==> config.mk <==
export PLATFORM = sky130hd
export DESIGN_NAME = writeback_top
export DESIGN_NICKNAME = d
export VERILOG_FILES = /design/src/rtl/wb_pkg.sv /design/src/rtl/wb_store_splitter.sv /design/src/rtl/writeback_top.sv
export SDC_FILE = /design/constraint.sdc
export NUM_CORES = 1
export LEC_CHECK = 0
export ABC_AREA = 1
export BUFFER_PORTS_ARGS = -buffer_cell sky130_fd_sc_hd__buf_2
export CORE_MARGIN = 3
export CORE_UTILIZATION = 55
export CTS_CLUSTER_SIZE = 28
export DETAILED_ROUTE_END_ITERATION = 7
export PLACE_DENSITY = 0.81
export SYNTH_ARGS = -nofsm -noshare
export SYNTH_HDL_FRONTEND = slang
export SYNTH_SLANG_ARGS = --single-unit
export TNS_END_PERCENT = 100
==> constraint.sdc <==
create_clock -name clk -period 7.3 [get_ports clk]
set_input_delay 1.46 -clock clk [delete_from_list [all_inputs] [get_ports clk]]
set_output_delay 1.46 -clock clk [all_outputs]
set_load 0.02 [all_outputs]
==> src/rtl/wb_pkg.sv <==
// Shared types, codes and helpers for the writeback stage.
// Optional MMX destination and 8-byte stores: define WB_MMX_EN.
package wb_pkg;

    localparam int unsigned ADDR_W  = 32;
    localparam int unsigned WADDR_W = ADDR_W - 2;
    localparam int unsigned RES_W   = 64;
    localparam int unsigned WORD_W  = 32;
    localparam int unsigned BE_W    = 4;
    localparam int unsigned GPR_W   = 32;
    localparam int unsigned SEG_W   = 16;
    localparam int unsigned SEL_W   = 3;
    localparam int unsigned NB_W    = 4;

`ifdef WB_MMX_EN
    localparam bit          MMX_EN    = 1'b1;
    localparam int unsigned MAX_BEATS = 3;
`else
    localparam bit          MMX_EN    = 1'b0;
    localparam int unsigned MAX_BEATS = 2;
`endif
    localparam int unsigned BEAT_W    = (MAX_BEATS > 2) ? 2 : 1;
    localparam int unsigned SPLIT_D_W = WORD_W * MAX_BEATS;
    localparam int unsigned SPLIT_M_W = BE_W * MAX_BEATS;

    localparam logic [2:0] OPSIZE_1B = 3'b001;
    localparam logic [2:0] OPSIZE_2B = 3'b010;
    localparam logic [2:0] OPSIZE_4B = 3'b011;
    localparam logic [2:0] OPSIZE_8B = 3'b100;

    localparam logic [1:0] STACK_NONE = 2'b00;
    localparam logic [1:0] STACK_PUSH = 2'b01;
    localparam logic [1:0] STACK_POP  = 2'b10;

    typedef enum logic [0:0] {
        ST_IDLE = 1'b0,
        ST_BEAT = 1'b1
    } wb_state_e;

    typedef enum logic [2:0] {
        DEST_NONE = 3'd0,
        DEST_GPR  = 3'd1,
        DEST_SEG  = 3'd2,
        DEST_MMX  = 3'd3,
        DEST_MEM  = 3'd4
    } wb_dest_e;

    // Fields of an accepted store kept while its beats drain.
    typedef struct packed {
        logic [ADDR_W-1:0] addr;
        logic [RES_W-1:0]  result;
        logic [NB_W-1:0]   nbytes;
        logic [ADDR_W-1:0] pc;
    } wb_hold_t;

    function automatic logic [NB_W-1:0] size_bytes(input logic [2:0] opsize);
        case (opsize)
            OPSIZE_1B: return 4'd1;
            OPSIZE_2B: return 4'd2;
            OPSIZE_8B: return MMX_EN ? 4'd8 : 4'd4;
            default:   return 4'd4;
        endcase
    endfunction

    // Reserved codes collapse to the 4-byte code.
    function automatic logic [2:0] size_code(input logic [2:0] opsize);
        case (opsize)
            OPSIZE_1B, OPSIZE_2B, OPSIZE_4B: return opsize;
            OPSIZE_8B: return MMX_EN ? OPSIZE_8B : OPSIZE_4B;
            default:   return OPSIZE_4B;
        endcase
    endfunction

endpackage

==> src/rtl/wb_store_splitter.sv <==
// Combinational lane placement for a memory store: shifted data, byte-enable
// mask and index of the last beat, presented as per-beat slices.
module wb_store_splitter
    import wb_pkg::*;
(
    input  logic [1:0]                       offset,
    input  logic [NB_W-1:0]                  nbytes,
    input  logic [RES_W-1:0]                 result,
    output logic [MAX_BEATS-1:0][WORD_W-1:0] beat_data,
    output logic [MAX_BEATS-1:0][BE_W-1:0]   beat_be,
    output logic [BEAT_W-1:0]                last_beat
);

    logic [SPLIT_D_W-1:0] shifted;
    logic [SPLIT_M_W-1:0] mask;
    logic [NB_W-1:0]      span;

    always_comb begin
        shifted = SPLIT_D_W'(result) << {offset, 3'b000};
        mask    = ((SPLIT_M_W'(1) << nbytes) - SPLIT_M_W'(1)) << offset;
        span    = NB_W'(offset) + nbytes - NB_W'(1);
    end

    assign beat_data = shifted;
    assign beat_be   = mask;
    assign last_beat = BEAT_W'(span >> 2);

endmodule

==> src/rtl/writeback_top.sv <==
// Writeback stage: retires results into GPR/segment/MMX registers or memory,
// with memory stores split into aligned 32-bit beats. MMX support: WB_MMX_EN.
module writeback_top
    import wb_pkg::*;
(
    input  logic                clk,
    input  logic                reset,
    input  logic                wb_valid,
    output logic                wb_ready,
    input  logic [ADDR_W-1:0]   wb_dest_address,
    input  logic [31:0]         wb_dest_reg,
    input  logic [RES_W-1:0]    wb_result,
    input  logic [2:0]          wb_opsize,
    input  logic [1:0]          wb_stack_op,
    input  logic                wb_op_a_is_address,
    input  logic                wb_op_a_is_reg,
    input  logic                wb_op_a_is_segment,
    input  logic                wb_op_a_is_mmx,
    input  logic [ADDR_W-1:0]   wb_pc,
    output logic                gpr_we,
    output logic [SEL_W-1:0]    gpr_sel,
    output logic [2:0]          gpr_size,
    output logic [GPR_W-1:0]    gpr_data,
    output logic                seg_we,
    output logic [SEL_W-1:0]    seg_sel,
    output logic [SEG_W-1:0]    seg_data,
    output logic                mmx_we,
    output logic [SEL_W-1:0]    mmx_sel,
    output logic [RES_W-1:0]    mmx_data,
    output logic                esp_inc,
    output logic                esp_dec,
    output logic [NB_W-1:0]     esp_delta,
    output logic                mem_req_valid,
    input  logic                mem_req_ready,
    output logic [ADDR_W-1:0]   mem_req_addr,
    output logic [WORD_W-1:0]   mem_req_data,
    output logic [BE_W-1:0]     mem_req_be,
    output logic                retire_valid,
    output logic [ADDR_W-1:0]   retire_pc
);

    wb_state_e              state, state_d;
    logic [BEAT_W-1:0]      beat, beat_d, next_beat;
    wb_hold_t               hold, hold_d;
    wb_dest_e               dest;
    logic                   accept;
    logic [NB_W-1:0]        in_bytes;

    logic                   ready_d, gpr_we_d, seg_we_d, mmx_we_d;
    logic                   esp_inc_d, esp_dec_d, mem_valid_d, retire_valid_d;
    logic [SEL_W-1:0]       gpr_sel_d, seg_sel_d, mmx_sel_d;
    logic [2:0]             gpr_size_d;
    logic [GPR_W-1:0]       gpr_data_d;
    logic [SEG_W-1:0]       seg_data_d;
    logic [RES_W-1:0]       mmx_data_d;
    logic [NB_W-1:0]        esp_delta_d;
    logic [ADDR_W-1:0]      mem_addr_d, retire_pc_d;
    logic [WORD_W-1:0]      mem_data_d;
    logic [BE_W-1:0]        mem_be_d;

    logic [1:0]                       split_off;
    logic [NB_W-1:0]                  split_bytes;
    logic [RES_W-1:0]                 split_res;
    logic [MAX_BEATS-1:0][WORD_W-1:0] split_data;
    logic [MAX_BEATS-1:0][BE_W-1:0]   split_be;
    logic [BEAT_W-1:0]                split_last;

`ifdef WB_MMX_EN
    logic unused_bits;
    assign unused_bits = ^wb_dest_reg[31:SEL_W];
`else
    logic unused_bits;
    assign unused_bits = ^{wb_dest_reg[31:SEL_W], wb_op_a_is_mmx};
`endif

    assign accept    = wb_valid & wb_ready;
    assign in_bytes  = size_bytes(wb_opsize);
    assign next_beat = beat + BEAT_W'(1);

    // Destination class: push overrides the flags, then mmx > seg > reg > mem.
    always_comb begin
        dest = DEST_NONE;
        if (wb_stack_op == STACK_PUSH)  dest = DEST_MEM;
`ifdef WB_MMX_EN
        else if (wb_op_a_is_mmx)        dest = DEST_MMX;
`endif
        else if (wb_op_a_is_segment)    dest = DEST_SEG;
        else if (wb_op_a_is_reg)        dest = DEST_GPR;
        else if (wb_op_a_is_address)    dest = DEST_MEM;
    end

    // The splitter sees the incoming store at accept and the held one afterwards.
    always_comb begin
        if (state == ST_IDLE) begin
            split_off   = wb_dest_address[1:0];
            split_bytes = in_bytes;
            split_res   = wb_result;
        end else begin
            split_off   = hold.addr[1:0];
            split_bytes = hold.nbytes;
            split_res   = hold.result;
        end
    end

    wb_store_splitter u_splitter (
        .offset    (split_off),
        .nbytes    (split_bytes),
        .result    (split_res),
        .beat_data (split_data),
        .beat_be   (split_be),
        .last_beat (split_last)
    );

    always_comb begin
        state_d        = state;
        beat_d         = beat;
        hold_d         = hold;
        ready_d        = 1'b0;
        gpr_we_d       = 1'b0;
        seg_we_d       = 1'b0;
        mmx_we_d       = 1'b0;
        esp_inc_d      = 1'b0;
        esp_dec_d      = 1'b0;
        retire_valid_d = 1'b0;
        mem_valid_d    = mem_req_valid;
        gpr_sel_d      = gpr_sel;
        gpr_size_d     = gpr_size;
        gpr_data_d     = gpr_data;
        seg_sel_d      = seg_sel;
        seg_data_d     = seg_data;
        mmx_sel_d      = mmx_sel;
        mmx_data_d     = mmx_data;
        esp_delta_d    = esp_delta;
        mem_addr_d     = mem_req_addr;
        mem_data_d     = mem_req_data;
        mem_be_d       = mem_req_be;
        retire_pc_d    = retire_pc;

        case (state)
            ST_IDLE: begin
                ready_d = 1'b1;
                if (accept) begin
                    hold_d.addr   = wb_dest_address;
                    hold_d.result = wb_result;
                    hold_d.nbytes = in_bytes;
                    hold_d.pc     = wb_pc;
                    if (wb_stack_op == STACK_PUSH) begin
                        esp_dec_d   = 1'b1;
                        esp_delta_d = in_bytes;
                    end else if (wb_stack_op == STACK_POP) begin
                        esp_inc_d   = 1'b1;
                        esp_delta_d = in_bytes;
                    end
                    if (dest == DEST_MEM) begin
                        state_d     = ST_BEAT;
                        ready_d     = 1'b0;
                        beat_d      = '0;
                        mem_valid_d = 1'b1;
                        mem_addr_d  = {wb_dest_address[ADDR_W-1:2], 2'b00};
                        mem_data_d  = split_data[0];
                        mem_be_d    = split_be[0];
                    end else begin
                        retire_valid_d = 1'b1;
                        retire_pc_d    = wb_pc;
                        case (dest)
                            DEST_GPR: begin
                                gpr_we_d   = 1'b1;
                                gpr_sel_d  = wb_dest_reg[SEL_W-1:0];
                                gpr_size_d = size_code(wb_opsize);
                                gpr_data_d = wb_result[GPR_W-1:0];
                            end
                            DEST_SEG: begin
                                seg_we_d   = 1'b1;
                                seg_sel_d  = wb_dest_reg[SEL_W-1:0];
                                seg_data_d = wb_result[SEG_W-1:0];
                            end
`ifdef WB_MMX_EN
                            DEST_MMX: begin
                                mmx_we_d   = 1'b1;
                                mmx_sel_d  = wb_dest_reg[SEL_W-1:0];
                                mmx_data_d = wb_result;
                            end
`endif
                            default: ;
                        endcase
                    end
                end
            end
            ST_BEAT: begin
                if (mem_req_ready) begin
                    if (beat == split_last) begin
                        state_d        = ST_IDLE;
                        ready_d        = 1'b1;
                        mem_valid_d    = 1'b0;
                        retire_valid_d = 1'b1;
                        retire_pc_d    = hold.pc;
                    end else begin
                        beat_d     = next_beat;
                        mem_addr_d = {hold.addr[ADDR_W-1:2] + WADDR_W'(next_beat), 2'b00};
                        mem_data_d = split_data[next_beat];
                        mem_be_d   = split_be[next_beat];
                    end
                end
            end
            default: state_d = ST_IDLE;
        endcase
    end

    always_ff @(posedge clk or negedge reset) begin
        if (!reset) begin
            state         <= ST_IDLE;
            beat          <= '0;
            hold          <= '0;
            wb_ready      <= 1'b0;
            gpr_we        <= 1'b0;
            gpr_sel       <= '0;
            gpr_size      <= '0;
            gpr_data      <= '0;
            seg_we        <= 1'b0;
            seg_sel       <= '0;
            seg_data      <= '0;
            mmx_we        <= 1'b0;
            mmx_sel       <= '0;
            mmx_data      <= '0;
            esp_inc       <= 1'b0;
            esp_dec       <= 1'b0;
            esp_delta     <= '0;
            mem_req_valid <= 1'b0;
            mem_req_addr  <= '0;
            mem_req_data  <= '0;
            mem_req_be    <= '0;
            retire_valid  <= 1'b0;
            retire_pc     <= '0;
        end else begin
            state         <= state_d;
            beat          <= beat_d;
            hold          <= hold_d;
            wb_ready      <= ready_d;
            gpr_we        <= gpr_we_d;
            gpr_sel       <= gpr_sel_d;
            gpr_size      <= gpr_size_d;
            gpr_data      <= gpr_data_d;
            seg_we        <= seg_we_d;
            seg_sel       <= seg_sel_d;
            seg_data      <= seg_data_d;
            mmx_we        <= mmx_we_d;
            mmx_sel       <= mmx_sel_d;
            mmx_data      <= mmx_data_d;
            esp_inc       <= esp_inc_d;
            esp_dec       <= esp_dec_d;
            esp_delta     <= esp_delta_d;
            mem_req_valid <= mem_valid_d;
            mem_req_addr  <= mem_addr_d;
            mem_req_data  <= mem_data_d;
            mem_req_be    <= mem_be_d;
            retire_valid  <= retire_valid_d;
            retire_pc     <= retire_pc_d;
        end
    end

endmodule

* Word-level counts from Yosys, hierarchy flattened
Cells that the tools add are included.
Word-level totals: input port bits 173, output and inout bits 236, bits in registers 302, word-level logic and storage cells 131
Cells by class: muxes and demuxes 72, magnitude comparators 1, bitwise logic cells 3, eq/ne operators 15, shift operators 3, reductions and logical operators 9, add/sub/neg operators 5
Operators by type and width (count):
- $mux 32 | 14
- $pmux 32 s2 | 3
- $mux 64 | 1
- $shl 64x5->64 | 1
- $mux 4 | 9
- $mux 1 | 32
- $add 30x1->30 | 1
- $reduce_and 4->1 | 5
- $mux 3 | 5
- $pmux 1 s2 | 5
- $eq 3x2->1 const B | 3
- $ne 2x2->1 const B | 4
- $pmux 4 s2 | 1
- $shl 1x4->8 const A | 1
- $shl 8x2->8 | 1
- $sub 8x2->8 const B | 1
- $eq 3x1->1 const B | 2
- $pmux 3 s2 | 1
- $ne 2x1->1 const B | 2
- $add 2x3->3 | 1
- $eq 3x3->1 const B | 1
- $reduce_and 3->1 | 1
- $reduce_or 3->1 | 1
- $sub 3x1->3 const B | 1
- other kinds (10) | 11

* Logic depth before layout (Yosys ltp)
word-level depth 11, gate-level depth with buffers 18, depth with buffers taken out 17

* By module
Synthesis repeated with hierarchy kept, for this count alone.
Unflattened totals: cells, all modules 2124, area total of the unflattened synthesis 15971.6 um^2
Modules (own cells, without submodules):
- writeback_top | area an instance 14372.5 um^2, sequential area each 7457.2 um^2, cells each 1797, times used 1
- wb_store_splitter | area an instance 1599.0 um^2, sequential area each 0.0 um^2, cells each 327, times used 1

* Least setup slack after synthesis
No wires, ideal clock.
path type input -> register, start in wb_dest_address[1], end reg mem_req_addr[7], cell stages on the path 15, library setup time 0.125 ns, arrival time 3.223 ns, path slack 3.953 ns, buffers on the path 3, required time 7.175 ns, cell sequence o21ai_2 > clkbuf_1 > ha_1 > xnor2_1 > inv_1 > nand2_2 > nand2_1 > nand2_1 > nand3_1 > nand2_1 > nand2_2 > buf_4 > buf_4 > nand2_1 > nand2_1
On the way: cells in the longest elaborated chain, start to end 6
Ends and longest elaborated chain:
- start, declared | RTL line writeback_top.sv:10 | input logic [ADDR_W-1:0] wb_dest_address,
- $mux 2 | RTL line writeback_top.sv:94 | if (state == ST_IDLE) begin
- $add 2x3->3 | RTL line wb_store_splitter.sv:21 | span = NB_W'(offset) + nbytes - NB_W'(1);
- $sub 3x1->3 | RTL line wb_store_splitter.sv:21
- $eq 1x1->1 | RTL line writeback_top.sv:191 | if (beat == split_last) begin
- $ne 2x2->1 (no source line)
- $reduce_and 4->1 (no source line)
- end signal, assigned | RTL line writeback_top.sv:253 | mem_req_addr <= mem_addr_d;
- end, declared | RTL line writeback_top.sv:35 | output logic [ADDR_W-1:0] mem_req_addr,
No other way between the ends. A chain may end at the register's enable or synchronous reset.

* Final worst setup path
start reg state, end reg mem_req_data[7]
On the way: cells in the longest elaborated chain, start to end 7, elaborated cells between the ends (all ways) 20, classes of those cells 2 x add/sub; 5 x eq/ne; 1 x shift; 10 x mux; 1 x bitwise; 1 x reduce/logical
Ends and longest elaborated chain:
- start, declared | RTL line writeback_top.sv:42 | wb_state_e state, state_d;
- start signal, assigned | RTL line writeback_top.sv:235 | state <= state_d;
- branches (longest 7 deep; another with $add 2x3->3)
- end signal, assigned | RTL line writeback_top.sv:254 | mem_req_data <= mem_data_d;
- end, declared | RTL line writeback_top.sv:36 | output logic [WORD_W-1:0] mem_req_data,
Several ways; the timed one is not identified. The select of a mux whose other input is x is not followed.

==> results.sh <==
export IMPL_async_flop_share_pct=100.0
export IMPL_core_um2=27250
export IMPL_p_leak_uw=0.009353
export IMPL_netSwitchingFraction_pct=45.51
export IMPL_vdd_drop_max_mv=0.2393
export IMPL_ys_flop_type="dfrtp_1"
export IMPL_fin_area_um2=17890
export IMPL_rrSetupSlack_ps=2860
export IMPL_cp_slowest_cell="buf_4"
export IMPL_port_buffers=307
export IMPL_cp_arrival_ps=4880
export IMPL_die_area_um2=30110
export IMPL_drv_cap=0
export IMPL_cts_sinks=298
export IMPL_drv_slew=0
export IMPL_ff_latch_area_um2=7461
export IMPL_crit_path_start_kind="register"
export IMPL_cp_end_kind="register"
export IMPL_grt_max_degree=215
export IMPL_status="finished, final reports clean"
export IMPL_p_int_uw=4651
export IMPL_crit_buf_inv=3
export IMPL_netSwitchingPower_uw=3885
export IMPL_postCtsHoldBufs=0
export IMPL_yosys_top_cells_count="nand2_1, dfrtp_1, o21ai_0, inv_1, nor2_1"
export IMPL_ant_nets=0
export IMPL_max_clock_path_buffers=3
export IMPL_netlist_area_um2=15430
export IMPL_tns_ps=0
export IMPL_regToRegEndpoint="mem_req_data[7]"
export IMPL_regToRegStartpoint="state"
export IMPL_power_density_nw_per_um2=477.0
export IMPL_ys_warn_count=0
export IMPL_clk_pin_slew_worst_paths_ps=60
export IMPL_multiInputGateArea_um2=6561
export IMPL_initial_core_util_pct=56.64
export IMPL_worst_slew_pin_slew_ps=1188
export IMPL_ff2ff_path_depth=12
export IMPL_die_h_um=173.5
export IMPL_power_share_sequential_pct=33.3
export IMPL_ys_seq_area_share_pct=48.31
export IMPL_root_buffer="clkbuf_16"
export IMPL_numCtsBuffers=34
export IMPL_fin_crit_sh_pct=60.82
export IMPL_n_fill_cell=2378
export IMPL_post_dp_cell_area_um2=16760
export IMPL_pwr_share_clk_pct=19.9
export IMPL_drc=0
export IMPL_crit_chain="buf_4 -> buf_4 -> nand2_1 -> nand2_2 -> nand2_2 -> nand3_1 -> nand3_1 -> nand2_1 -> nand2_2 -> inv_2 -> o21ai_0 -> nand2_1"
export IMPL_cts_setup_buffers=0
export IMPL_critPathMaxStageDelay_ps=770
export IMPL_yosys_top_cells_area="dfrtp_1, nand2_1, o21ai_0, inv_1, buf_4"
export IMPL_slew_headroom_pct=20.51
export IMPL_grt_pass1_vias=13532
export IMPL_min_period_ps=4440
export IMPL_drt_iter0_markers=1508
export IMPL_syn_area_per_cell_um2=7.581
export IMPL_tritoncts="done"
export IMPL_overflow=0
export IMPL_grt_pass1_wl_mm=70.44
export IMPL_ctsResizeCount=0
export IMPL_startpoint="state"
export IMPL_synth_seq_cells=298
export IMPL_critPathKind="reg -> reg"
export IMPL_wire_per_inst_um=16.43
export IMPL_hold_viol=0
export IMPL_routed_via_density=5.347
export IMPL_rsz0062_at_grt="no"
export IMPL_path_max_fanout=93
export IMPL_max_clock_freq_mhz=225.2
export IMPL_io_pins=409
export IMPL_crit_required_ps=7740
export IMPL_synth_top_area_share_pct=48.31
export IMPL_clk_latency_ps=520
export IMPL_dr_pass1_iters=7
export IMPL_routed_wirelength_mm=43.90
export IMPL_gp_congestion=0.9267
export IMPL_worstHoldPathType="reg -> reg"
export IMPL_skew_ps=13.07
export IMPL_vias=14288
export IMPL_critPathTopFamily="buffers and inverters"
export IMPL_setup_violations=0
export IMPL_synth_edf_count=0
export IMPL_final_nets=2455
export IMPL_drive_gt1_share_pct=17.14
export IMPL_synth_distinct_cells=43
export IMPL_cp_num_cells=12
export IMPL_area_growth_pct=15.93
export IMPL_htreeDepth=2
export IMPL_die_w_um=173.5
export IMPL_track_usage_pct=28.59
export IMPL_crit_path_end="mem_req_data[7]"
export IMPL_core_rowCount=60
export IMPL_combPwrFrac_pct=46.9
export IMPL_dp_hpwl_mm=30.44
export IMPL_antenna_found_initial=4
export IMPL_post_synth_top_count_cell="nand2_1"
export IMPL_yosysTopAreaCell="dfrtp_1"
export IMPL_syn_inst=2036
==> state kept, by name, indices dropped and copies added, names as in the netlist, 3 cells and up <==
| name | count |
|---|---|
| esp_delta | 3 |
| mem_req_be | 4 |
| gpr_size | 3 |
| mem_req_data | 32 |
| mem_req_addr | 30 |
| seg_sel | 3 |
| seg_data | 16 |
| gpr_data | 32 |
| retire_pc | 32 |
| gpr_sel | 3 |
| hold | 131 |
==> metal layers <==
layer | vias up | track usage (%) | wire [µm]
li1 | 6839 | - | -
met1 | 6729 | 37.08 | 17710
met2 | 601 | 48.07 | 21090
met3 | 111 | 5.147 | 3336
met4 | 8 | 10.78 | 1710
met5 | - | 0 | 53
==> area by class of cell <==
cell class | count | share of cell area (%)
flip-flops and latches | 298 | 41.70
clock buffers | 48 | 5.671
multi-input cells | 1458 | 36.67
inverters | 167 | 3.503
repair buffers | 317 | 9.202
diodes | 1 | 0.01399
well taps | 372 | 2.601
clock inverters | 11 | 0.6433
==> power by group through the flow <==
stage | clock network, µW | logic (µW) | registers (µW)
finish | 1700 | 4000 | 2840
global route | 1800 | 4460 | 2930
CTS | 1730 | 3990 | 2830
detailed placement | 0 | 3960 | 2850
global placement | 0 | 3850 | 2830
floorplan | 0 | 2360 | 3290
==> metrics by stage <==
stage / hold slack, ps / util (%) / power (µW) / worst slack [ps] / cells
6_report: 471.4 / 65.66 / 8536 / 2860 / 2672
5_1_grt: 497.6 / 65.65 / 9193 / 2539 / 2671
4_1_cts: 476.0 / 65.65 / 8555 / 2952 / 2671
3_5_place_dp: 460.3 / 61.51 / 6811 / 2959 / 2612
3_3_place_gp: 453.7 / 61.51 / 6676 / 2995 / 2612
2_1_floorplan: 441.6 / - / 5656 / 3953 / 2106
==> worst reg2reg max path: cells and delay by family (launching register included) <==
family                 cells  cell delay, ps
AO/OA/AOI/OAI              1             420
buffers and inverters      3            2220
flip-flops                 1             600
AND/OR/NAND/NOR            8            1140
==> cells by family after synthesis <==
kind of cell	share of synthesized area (%)
flip-flops	48.31
buffers and inverters	11.02
AO/OA/AOI/OAI	14.29
adder cells (fa/ha/maj)	0.4864
multiplexers	1.621
AND/OR/NAND/NOR	23.39
XOR/XNOR	0.8512
other	0.02430
==> layout by cell type (no fill, tap or decap), types with 9 or more instances in the layout <==
cell and instances:
clkbuf_16 35, buf_2 306, o211ai_1 11, a21oi_1 51, clkbuf_8 9, o21ai_1 22, inv_1 161, conb_1 71
o22ai_1 16, dfrtp_1 297, nand3_1 44, nor2_1 129, nor3_1 25, nand2_1 701, xor2_1 12, o21ai_0 295
mux2i_1 25
==> how the worst min path moves through the flow <==
stage,start,cells after the start,slack (ps),endpoint
after CTS,hold[92],2,480,hold[92]
after detailed placement,mem_req_data[19],2,460,mem_req_data[19]
final,mem_req_data[19],2,470,mem_req_data[19]
after global placement,hold[85],2,450,hold[85]
after floorplan,hold[85],2,440,hold[85]
after global routing,mem_req_data[22],2,500,mem_req_data[22]
Power figures use the tool's default switching activity.
